<file path="src/rtl/uart_tx_ctl_module_pkg.sv">
// Shared UART definitions: parity mode codes (common with the receive
// controller) and transmit state encodings.
package uart_tx_ctl_module_pkg;

    localparam logic [1:0] NONE_CHECK = 2'd0;
    localparam logic [1:0] ODD_CHECK  = 2'd1;
    localparam logic [1:0] EVEN_CHECK = 2'd2;

    typedef enum logic [2:0] {
        ST_IDLE,
        ST_START,
        ST_DATA,
        ST_PARITY,
        ST_STOP1,
        ST_STOP2,
        ST_DONE
    } tx_state_t;

    // Mode 3 is reserved and behaves like NONE_CHECK.
    function automatic logic has_parity(input logic [1:0] mode);
        return (mode == ODD_CHECK) || (mode == EVEN_CHECK);
    endfunction

endpackage

</file>
<file path="src/rtl/uart_tx_ctl_module.sv">
// UART transmit framing controller: start, LSB-first data, optional parity,
// 1/2 stop bits, one bit per Baudclk. Optional line break via UART_TX_BREAK_EN.
//
// state     | meaning
// ST_IDLE   | line high (low while Break), waiting for En && Start
// ST_START  | driving start bit
// ST_DATA   | driving data bit cnt_q
// ST_PARITY | driving parity bit
// ST_STOP1  | driving first stop bit
// ST_STOP2  | driving second stop bit
// ST_DONE   | Doneflg high for this cycle, then back to idle
module uart_tx_ctl_module
    import uart_tx_ctl_module_pkg::*;
#(
    parameter int DATA_BITS = 8
) (
    input  logic       CLK,
    input  logic       RSTn,
    input  logic       En,
    input  logic       Start,
    input  logic [7:0] Data,
    input  logic [1:0] FrameCheck,
    input  logic       StopBits2,
    input  logic       Baudclk,
`ifdef UART_TX_BREAK_EN
    input  logic       Break,
`endif
    output logic       Enbaud,
    output logic       TX_pin,
    output logic       Busy,
    output logic       Doneflg
);

    localparam logic [7:0] DATA_MASK = 8'((1 << DATA_BITS) - 1);
    localparam logic [2:0] LAST_BIT  = 3'(DATA_BITS - 1);

    tx_state_t  state_q, state_d;
    logic       tx_q, tx_d;
    logic       enbaud_q, enbaud_d;
    logic       busy_q, busy_d;
    logic       done_q, done_d;
    logic [7:0] shift_q, shift_d;
    logic [2:0] cnt_q, cnt_d;
    logic [1:0] mode_q, mode_d;
    logic       stop2_q, stop2_d;
    logic       par_q, par_d;
    logic       brk;
    logic [7:0] data_m;

`ifdef UART_TX_BREAK_EN
    assign brk = Break;
`else
    assign brk = 1'b0;
`endif

    assign data_m = Data & DATA_MASK;

    always_ff @(posedge CLK or negedge RSTn) begin
        if (!RSTn) begin
            state_q  <= ST_IDLE;
            tx_q     <= 1'b1;
            enbaud_q <= 1'b0;
            busy_q   <= 1'b0;
            done_q   <= 1'b0;
            shift_q  <= '0;
            cnt_q    <= '0;
            mode_q   <= NONE_CHECK;
            stop2_q  <= 1'b0;
            par_q    <= 1'b0;
        end else begin
            state_q  <= state_d;
            tx_q     <= tx_d;
            enbaud_q <= enbaud_d;
            busy_q   <= busy_d;
            done_q   <= done_d;
            shift_q  <= shift_d;
            cnt_q    <= cnt_d;
            mode_q   <= mode_d;
            stop2_q  <= stop2_d;
            par_q    <= par_d;
        end
    end

    always_comb begin
        state_d  = state_q;
        tx_d     = tx_q;
        enbaud_d = enbaud_q;
        busy_d   = busy_q;
        done_d   = 1'b0;
        shift_d  = shift_q;
        cnt_d    = cnt_q;
        mode_d   = mode_q;
        stop2_d  = stop2_q;
        par_d    = par_q;

        case (state_q)
            ST_IDLE: begin
                tx_d     = ~brk;
                enbaud_d = 1'b0;
                busy_d   = 1'b0;
                if (En && Start && !brk) begin
                    shift_d  = data_m;
                    mode_d   = FrameCheck;
                    stop2_d  = StopBits2;
                    par_d    = (FrameCheck == ODD_CHECK) ? ~(^data_m) : ^data_m;
                    tx_d     = 1'b0;
                    enbaud_d = 1'b1;
                    busy_d   = 1'b1;
                    state_d  = ST_START;
                end
            end
            ST_START: begin
                if (Baudclk) begin
                    tx_d    = shift_q[0];
                    shift_d = shift_q >> 1;
                    cnt_d   = '0;
                    state_d = ST_DATA;
                end
            end
            ST_DATA: begin
                if (Baudclk) begin
                    if (cnt_q < LAST_BIT) begin
                        cnt_d   = cnt_q + 3'd1;
                        tx_d    = shift_q[0];
                        shift_d = shift_q >> 1;
                    end else if (has_parity(mode_q)) begin
                        tx_d    = par_q;
                        state_d = ST_PARITY;
                    end else begin
                        tx_d    = 1'b1;
                        state_d = ST_STOP1;
                    end
                end
            end
            ST_PARITY: begin
                if (Baudclk) begin
                    tx_d    = 1'b1;
                    state_d = ST_STOP1;
                end
            end
            ST_STOP1: begin
                if (Baudclk) begin
                    if (stop2_q) begin
                        state_d = ST_STOP2;
                    end else begin
                        enbaud_d = 1'b0;
                        done_d   = 1'b1;
                        state_d  = ST_DONE;
                    end
                end
            end
            ST_STOP2: begin
                if (Baudclk) begin
                    enbaud_d = 1'b0;
                    done_d   = 1'b1;
                    state_d  = ST_DONE;
                end
            end
            ST_DONE: begin
                tx_d    = 1'b1;
                busy_d  = 1'b0;
                state_d = ST_IDLE;
            end
            default: begin
                tx_d     = 1'b1;
                enbaud_d = 1'b0;
                busy_d   = 1'b0;
                state_d  = ST_IDLE;
            end
        endcase
    end

    assign Enbaud  = enbaud_q;
    assign TX_pin  = tx_q;
    assign Busy    = busy_q;
    assign Doneflg = done_q;

endmodule

</file>
<file path="config.mk">
export PLATFORM = sky130hd
export DESIGN_NAME = uart_tx_ctl_module
export DESIGN_NICKNAME = d
export VERILOG_FILES = /design/src/rtl/uart_tx_ctl_module_pkg.sv /design/src/rtl/uart_tx_ctl_module.sv
export SDC_FILE = /design/constraint.sdc
export NUM_CORES = 1
export LEC_CHECK = 0
export ABC_AREA = 0
export CAP_MARGIN = 15
export CORE_MARGIN = 2
export CORE_UTILIZATION = 48
export DETAILED_ROUTE_END_ITERATION = 8
export PLACE_DENSITY = 0.75
export SLEW_MARGIN = 10
export SYNTH_ARGS = -nofsm -noshare
export SYNTH_HDL_FRONTEND = slang
export SYNTH_SLANG_ARGS = --single-unit
</file>
<file path="constraint.sdc">
create_clock -name CLK -period 1.5 [get_ports CLK]
set_input_delay 0.15 -clock CLK [delete_from_list [all_inputs] [get_ports CLK]]
set_output_delay 0.15 -clock CLK [all_outputs]
set_load 0.01 [all_outputs]
</file>
==> flow_results.org <==
** Route
- The detail route stage leaves a number of antenna-violating nets equal to 0.
- For this block, the initial DRC count from the detailed router was 24.
- Detailed-route wire length per cell :: between 15 and 20 um
- The routed design has approximately 3400 um of wire.
- Pre-antenna DRT Iters :: 4
- Detailed routing inserted a total of 1149 vias.
- DR DRC count :: 0
- Vias per std cell :: roughly 5.7

** CTS
- CTS built an H-tree with a depth of 1.
- Clock-pin slew on the worst setup and hold paths :: around 0.13 ns
- Max Buffers Root-to-Sink :: 2
- Number of sinks driven by the clock tree :: 22
- Clock latency on the worst-skew pair, taken at its later pin, is 0.31 ns.
- Number of clock buffers inserted by TritonCTS :: 3
- TritonCTS built the clock tree.
- In this run the clock root is driven by a sky130_fd_sc_hd__clkbuf_4.

** Outcome
- The flow ran to the end, but the final reports show violations.
- Violated checks :: negative setup slack

** Cells and area
- Final non-filler cell total :: 203
- Core utilization of the finished layout :: 0.714
- After filler insertion, the fill cell instance count of the layout stands at 193.
- Area added between synthesis and finish :: 43.6%
- The multi-input combinational cells in the finished layout cover a total of around 850 um2.
- The repair_antennas step left the layout with diodes totalling 0.
- NumNets Final :: around 190
- Sequential standard cell area :: approximately 560 um2
- In the final layout, the share of cells above drive strength 1 is 0.436.

** Critical path
- STA classifies the critical path endpoint as a flop.
- Data on the critical path is required at its endpoint by between 1.5 and 2 ns.
- For the worst setup path, the data arrival time is roughly 1.9 ns.
- Most used cell, CP :: sky130_fd_sc_hd__buf_4
- By startpoint and endpoint, the worst setup path is classified as reg -> reg.
- Traced cell by cell, the critical path runs through nand2b_4 -> buf_4 -> buf_4 -> o21ai_0 -> mux2_2.
- Delay of the slowest critical-path stage :: approximately 0.47 ns
- Cell with the largest stage delay on the worst path :: sky130_fd_sc_hd__dfrtp_2
- Setup crit start kind :: flop
- Maximum fanout along the worst path :: 5

** Yosys
- Part of the Yosys area used for sequential elements :: 0.406
- The cell count after synthesis came out at around 120.
- The synthesized design contains 22 register bits.
- The Yosys step of the flow raised 0 warnings.
- Post-Synthesis Net Count :: approximately 140
- A synthesized cell averages 11.1 um2.
- Counting distinct cell types in the post-synthesis netlist gives 44.
- In this run the cell area of the synthesized design comes to between 0.001 and 0.0015 mm2.

** STA
- Hold_ws :: approximately 0.17 ns
- On the final layout, the worst clock skew is between 0.004 and 0.005 ns.
- Across all setup checks in the final design, the least slack found is -0.149 ns.
- The routed design could run at a clock period as short as 1.65 ns.
- Relative slew slack :: 0.697
- Slew Limit Fails :: 0
- Dividing the final minimum period by the clock period gives 1.10.
- Setup violations remaining at the end of the flow were counted as 16.
- Final number of hold-violating endpoints :: 0
- Based on the critical path, the design can be clocked at up to between 0.6 and 0.7 GHz.
- Unrepaired setup endpoints after global routing :: true
- Transition time of the tightest slew-check pin :: 0.451 ns

** Floorplan
- For this configuration, the core starts out at a cell density of 0.497.
- The die covers 0.00328 mm2.
- From left edge to right edge, the die measures 57.2 um.
- Ports placed on the boundary :: 20
- The initialized floorplan defines 19 standard-cell rows.
- Area of the core :: between 0.002 and 0.003 mm2
- Die height :: 57.2 um

** Power
- Switching fraction of total power :: 0.372
- Fraction of power consumed by sequential logic :: 0.271
- Total power for the finished layout comes to ~0.0040 W.
- Net switching component of the power :: roughly 0.0015 W
- P per Cell Area :: between 2000 and 2500 mW/mm2
- Proportion of power drawn by combinational gates :: 0.647
- Largest voltage drop on the vdd net :: 0.00130 V
- Clk pwr share :: 0.082
- Cell-internal power :: ~0.0025 W
- In this run the static leakage power is approximately 0.87 nW.

** Global routing
- Initial antenna violation count :: 0
- Entering global routing, the biggest net connects 23 pins.
- Via count of the first global-routing pass :: around 1200
- After global routing the overflow that remains totals 0.
- In the global route stage, overall resource usage came out at 0.213.
- First-pass GRT wire length :: 5380 um

** Placed design
- RePlAce Congestion :: ~0.83
- Number of cells in the design after placement :: ~190
- Minimum setup slack after placement :: -0.208 ns
- HPWL after detailed placement :: roughly 2200 um
- Total of buffers placed on input and output ports :: 19

** Job
- Max-cap violations in this run came to 0.

** Min path
- Min-delay worst type :: in -> async
## synth_stat cells (all sizes together)
master    n  share of area
o22ai     1         0.0046
ha        3          0.028
o41ai     1         0.0064
a22o      1         0.0064
and3      1         0.0046
a31oi     2          0.020
a41oi     1         0.0064
mux2     19           0.16
buf       6          0.040
a2111oi   1         0.0064
a21boi    1         0.0055
o32a      1         0.0074
nor2      8          0.028
xnor2     6          0.039
nand2    10          0.028
xor2      1         0.0064
dfstp     1          0.019
o221ai    1         0.0064
nand4bb   1         0.0083
o21ai     8          0.038
nand3     1         0.0037
or2       1         0.0046
o31a      1         0.0074
a21o      2          0.011
a21oi     5          0.027
o22a      1         0.0064
or3       1         0.0046
a31o      1         0.0064
dfrtp    21           0.39
xnor3     1          0.017
nor2b     2         0.0092
nor3      3          0.015
o32ai     1         0.0064
inv       6          0.017
nand2b    2          0.015
## power by group through the flow
stage	registers, W	logic, W	clock network [W]
floorplan	0.00105	0.00136	0
global placement	0.00108	0.00183	0
detailed placement	0.00110	0.00190	0
CTS	0.00108	0.00222	0.000335
global route	0.00113	0.00280	0.000362
finish	0.00109	0.00261	0.000330
## layout by cell type, fill, tap and decap left out, types with 2 or more instances in the layout
master / instances
sky130_fd_sc_hd__a21o_1: 2
sky130_fd_sc_hd__a21oi_1: 2
sky130_fd_sc_hd__a21oi_2: 2
sky130_fd_sc_hd__buf_4: 26
sky130_fd_sc_hd__buf_6: 6
sky130_fd_sc_hd__clkbuf_4: 3
sky130_fd_sc_hd__clkdlybuf4s50_1: 18
sky130_fd_sc_hd__dfrtp_1: 18
sky130_fd_sc_hd__dfrtp_2: 3
sky130_fd_sc_hd__ha_1: 3
sky130_fd_sc_hd__inv_1: 6
sky130_fd_sc_hd__mux2_1: 2
sky130_fd_sc_hd__mux2_2: 11
sky130_fd_sc_hd__mux2_4: 6
sky130_fd_sc_hd__nand2_1: 10
sky130_fd_sc_hd__nand2b_4: 2
sky130_fd_sc_hd__nor2_1: 7
sky130_fd_sc_hd__nor2b_1: 2
sky130_fd_sc_hd__nor3_1: 2
sky130_fd_sc_hd__o21ai_0: 5
sky130_fd_sc_hd__xnor2_1: 6
## final timing paths
kind                            start    endpoint  slack (ns)  cells past startpoint
min in group CLK            StopBits2     stop2_q        0.41                      3
setup / recovery           state_q[1]        Busy       -0.15                      5
hold / removal                   RSTn  state_q[2]        0.17                      2
max in group asynchronous        RSTn      TX_pin        1.05                      2
hold reg to reg                Enbaud      Enbaud        0.49                      1
setup reg to reg           state_q[1]        Busy       -0.15                      5
## stage by stage
stage / TNS, ns / area [um2]
3_3_place_gp: -1.96 / 1700
2_1_floorplan: -0.529 / 1380
3_5_place_dp: -2.43 / 1700
4_1_cts: -0.836 / 1830
6_report: -1.38 / 1950
5_1_grt: -2.55 / 1950
## per-layer routing
metal  global-route usage  share of wire
met1                0.266           0.40
met2                0.376           0.53
met3               0.0295          0.045
met4               0.0764          0.020
met5                    0              0
## worst max-delay path, delay by kind of cell, from the launching register on
family | cells | cell delay (ns)
buf+inv | 2 | 0.27
simple gates | 1 | 0.19
mux | 1 | 0.38
flops | 1 | 0.47
compound gates | 1 | 0.23
## logic make-up after synthesis
group / after synthesis / synth area share
AND/OR/NAND/NOR: 30 / 0.120
multiplexers: 19 / 0.157
adder cells (fa/ha/maj): 3 / 0.0276
flip-flops: 22 / 0.406
buffers and inverters: 12 / 0.0561
AO/OA/AOI/OAI: 29 / 0.172
XOR/XNOR: 8 / 0.0616
## registers in the layout, indices dropped and copies added, names as in the netlist
register and count:
par_q 1, TX_pin 1, Busy 1, Enbaud 1, cnt_q 3, Doneflg 1, state_q 3, mode_q 2
stop2_q 1, shift_q 8
## cell type report
cell class / instances / area share
clock buffers: 4 / 0.0186
inverters: 6 / 0.0115
multi-input cells: 89 / 0.434
flip-flops and latches: 22 / 0.284
well taps: 31 / 0.0199
repair buffers: 51 / 0.231
## timing repair
item,4_1_cts,5_1_grt
setup buffers,8,4
gates cloned,0,0
gates resized for setup,13,17
hold buffers,0,0
pin swaps,5,4
endpoints found under the setup margin,15,17
No activity file was read; power rests on OpenSTA's default activity.
==> RTL change: new RTL, config.mk and constraints unchanged <==
Take the reset off `shift_q` and load it in a clocked block of its own.
--- a/src/rtl/uart_tx_ctl_module.sv
+++ b/src/rtl/uart_tx_ctl_module.sv
@@ -63,5 +63,4 @@
             busy_q   <= 1'b0;
             done_q   <= 1'b0;
-            shift_q  <= '0;
             cnt_q    <= '0;
             mode_q   <= NONE_CHECK;
@@ -74,5 +73,4 @@
             busy_q   <= busy_d;
             done_q   <= done_d;
-            shift_q  <= shift_d;
             cnt_q    <= cnt_d;
             mode_q   <= mode_d;
@@ -80,4 +78,8 @@
             par_q    <= par_d;
         end
+    end
+
+    always_ff @(posedge CLK) begin
+        shift_q <= shift_d;
     end
 
Behaviour: no difference found for any inputs over 10 cycles, from zero or initial values and one cycle with RSTn low; that may be too few to reach the edited logic, so the function may still have changed.
==> RTL change against the original RTL <==
The run still ends with negative setup slack left; synthesized cell count decreased by 5.7%; setup slack improved by 0.037 ns; combinational power decreased by 13%; design area increased by 0.77%; total power decreased by 4.7%; die area decreased by 3.6%; sequential cell count unchanged; first-iteration DRC count increased by 42%; area after synthesis decreased by 3.9%; non-clock buffer count increased by 4; global-route usage decreased by 0.74 points; clock skew increased by 0.0033 ns; wire length increased by 0.27%; critical endpoint is now shift_q[3].
==> RTL change: results (changes against the original RTL) <==
stage,metric,value,unit,change
place,placed_area,1820,um^2,+7.2%
critical_path,cp.arrival,1.69,ns,-0.17 ns
synthesis,synth_area_leaders,"dfrtp_1 (25%), edfxtp_1 (18%), mux2_2 (10%)",,
synthesis,synth-edff-count,8,,+8
place,preCtsSetupSlack,-0.249,ns,-0.0413 ns
synthesis,yosysTopAreaCellShare,24.9,%,-14 points
finish,fin_cells,199,,-2.0%
clock_tree,clkLatencyLatePin,0.31,ns,about the same
worst_hold_path,hold_path_class,in -> async,,
detailed_routing,detail_route.vias_per_cell,5.61,,-0.92%
timing,fin_skew,0.00815,ns,+0.00328 ns
detailed_routing,post_drt_wl_per_cell,16.9,um,+2.3%
synthesis,async_flop_share,63.6,%,-36 points
place,place.port_buffers,19,,unchanged
power_and_ir_drop,intPower,2500,uW,-1.3%
power_and_ir_drop,irDropWorstVdd,1.64,mV,+26%
finish,drive_gt1_share,40.8,%,-2.8 points
synthesis,synth_xor_area_share,6.41,%,+0.25 points
place,dp_hpwl,2360,um,+7.4%
global_routing,grt_pass1_wl,5040,um,-6.3%
place,dp.cells,193,,+3.2%
finish,diodes,0,,unchanged
timing,hold_slack,0.125,ns,-0.0503 ns
clock_tree,cts.path.max_buffers,2,,unchanged
clock_tree,cts_root_buf,clkbuf_4,,
global_routing,first_global_vias,1092,,-7.5%
global_routing,antenna_found_initial,0,,unchanged
global_routing,grt_max_degree,15,,-35%
synthesis,ys_types,38,,-14%
timing,setup_viol,19,,+3
detailed_routing,drt_first_pass_iters,4,,unchanged
power_and_ir_drop,p_clk_share,11.9,%,+3.7 points
timing,setup_ws,-0.112,ns,+0.0368 ns
power_and_ir_drop,p_leak,0.000848,uW,-2.8%
run_status,outcome,finished with violations,,
finish,fill_cells,149,,-23%
synthesis,synth_compound_area_share,16.4,%,-0.84 points
synthesis,synth_seq_area_share,45.3,%,+4.7 points
critical_path,worst_r2r_path_depth,4,,-1
synthesis,muxShareOfSynthArea,14.3,%,-1.5 points
critical_path,r2r_start,state_q[1],,
clock_tree,h-tree-depth,1,,unchanged
critical_path,start_kind,register,,
timing,worst_slew_pin_slew,0.445,ns,-0.00605 ns
synthesis,synth_cells,116,,-5.7%
clock_tree,clk_pin_slew_worst_paths,0.13,ns,about the same
clock_tree,cts_made_buffers,3,,unchanged
run_status,failed_checks,negative setup slack,,
synthesis,synth_common_cells,"dfrtp_1 (13), mux2_2 (12), a21oi_1 (8), edfxtp_1 (8), nand2_1 (7)",,
timing,setup_tns,-1.49,ns,-0.109 ns
global_routing,gr-usage-all-layers,20.6,%,-0.74 points
place,gpl.final_weighted_congestion,0.823,,-1.4%
power_and_ir_drop,switchingPower,1350,uW,-10%
power_and_ir_drop,p_seq,1130,uW,+4%
detailed_routing,drtIter0Drc,34,,+42%
critical_path,critPathMaxFanout,6,,+1
synthesis,yosys.area_share.adder,2.87,%,+0.11 points
synthesis,syn-num-nets,135,,-4.9%
synthesis,yosys_warnings,0,,unchanged
## RTL change: cell types whose count changed in the layout (fill, tap and decap cells not counted), sizes merged, moves of 4 or more
cell    before  now
dfrtp       21   13
edfxtp       0    8
mux2        19   13
a21oi        5    9
buf         32   36
mux2i        0    4
nor2         8    4
## RTL change: cells by family (layout without fill, tap and decap cells)
| group | Yosys count | in the layout |
|---|---|---|
| mux | 17 | 17 |
| fa+ha+maj | 3 | 3 |
| flops | 22 | 22 |
| xor+xnor | 8 | 8 |
| buf+inv | 11 | 64 |
| simple gates | 26 | 26 |
| compound gates | 29 | 29 |
## RTL change: final timing paths
check | endpoint
worst max register to register | shift_q[3]
max in group asynchronous | TX_pin
min in group CLK | stop2_q
worst min register to register | Enbaud
worst min-delay path | cnt_q[0]
worst max-delay path | shift_q[3]
## RTL change: metal layers
layer	vias to the layer above	global-route usage (%)	part of all wire, %
li1	534	-	-
met1	547	27.8	44
met2	29	33.6	51
met3	6	3.26	4.0
met4	0	6.80	1.6
met5	-	0	0
## RTL change: timing repair
action	4_1_cts	5_1_grt
setup buffers	2	0
hold buffers	0	0
endpoints found under the setup margin	22	22
gates resized for setup	6	17
pin swaps	1	2
## RTL change: critical path, stage by stage (launching register included)
cell and delay, ns:
dfrtp_2 0.51, nand2b_4 0.19, a21oi_4 0.22, buf_6 0.16
mux2_4 0.30
## RTL change: cell type report
type	instances	area [um^2]	area share, %
well taps	30	37.5	1.91
inverters	5	18.8	0.954
multi-input cells	83	774	39.4
clock inverters	1	30.0	1.53
repair buffers	55	490	24.9
clock buffers	3	22.5	1.14
flip-flops and latches	22	594	30.2
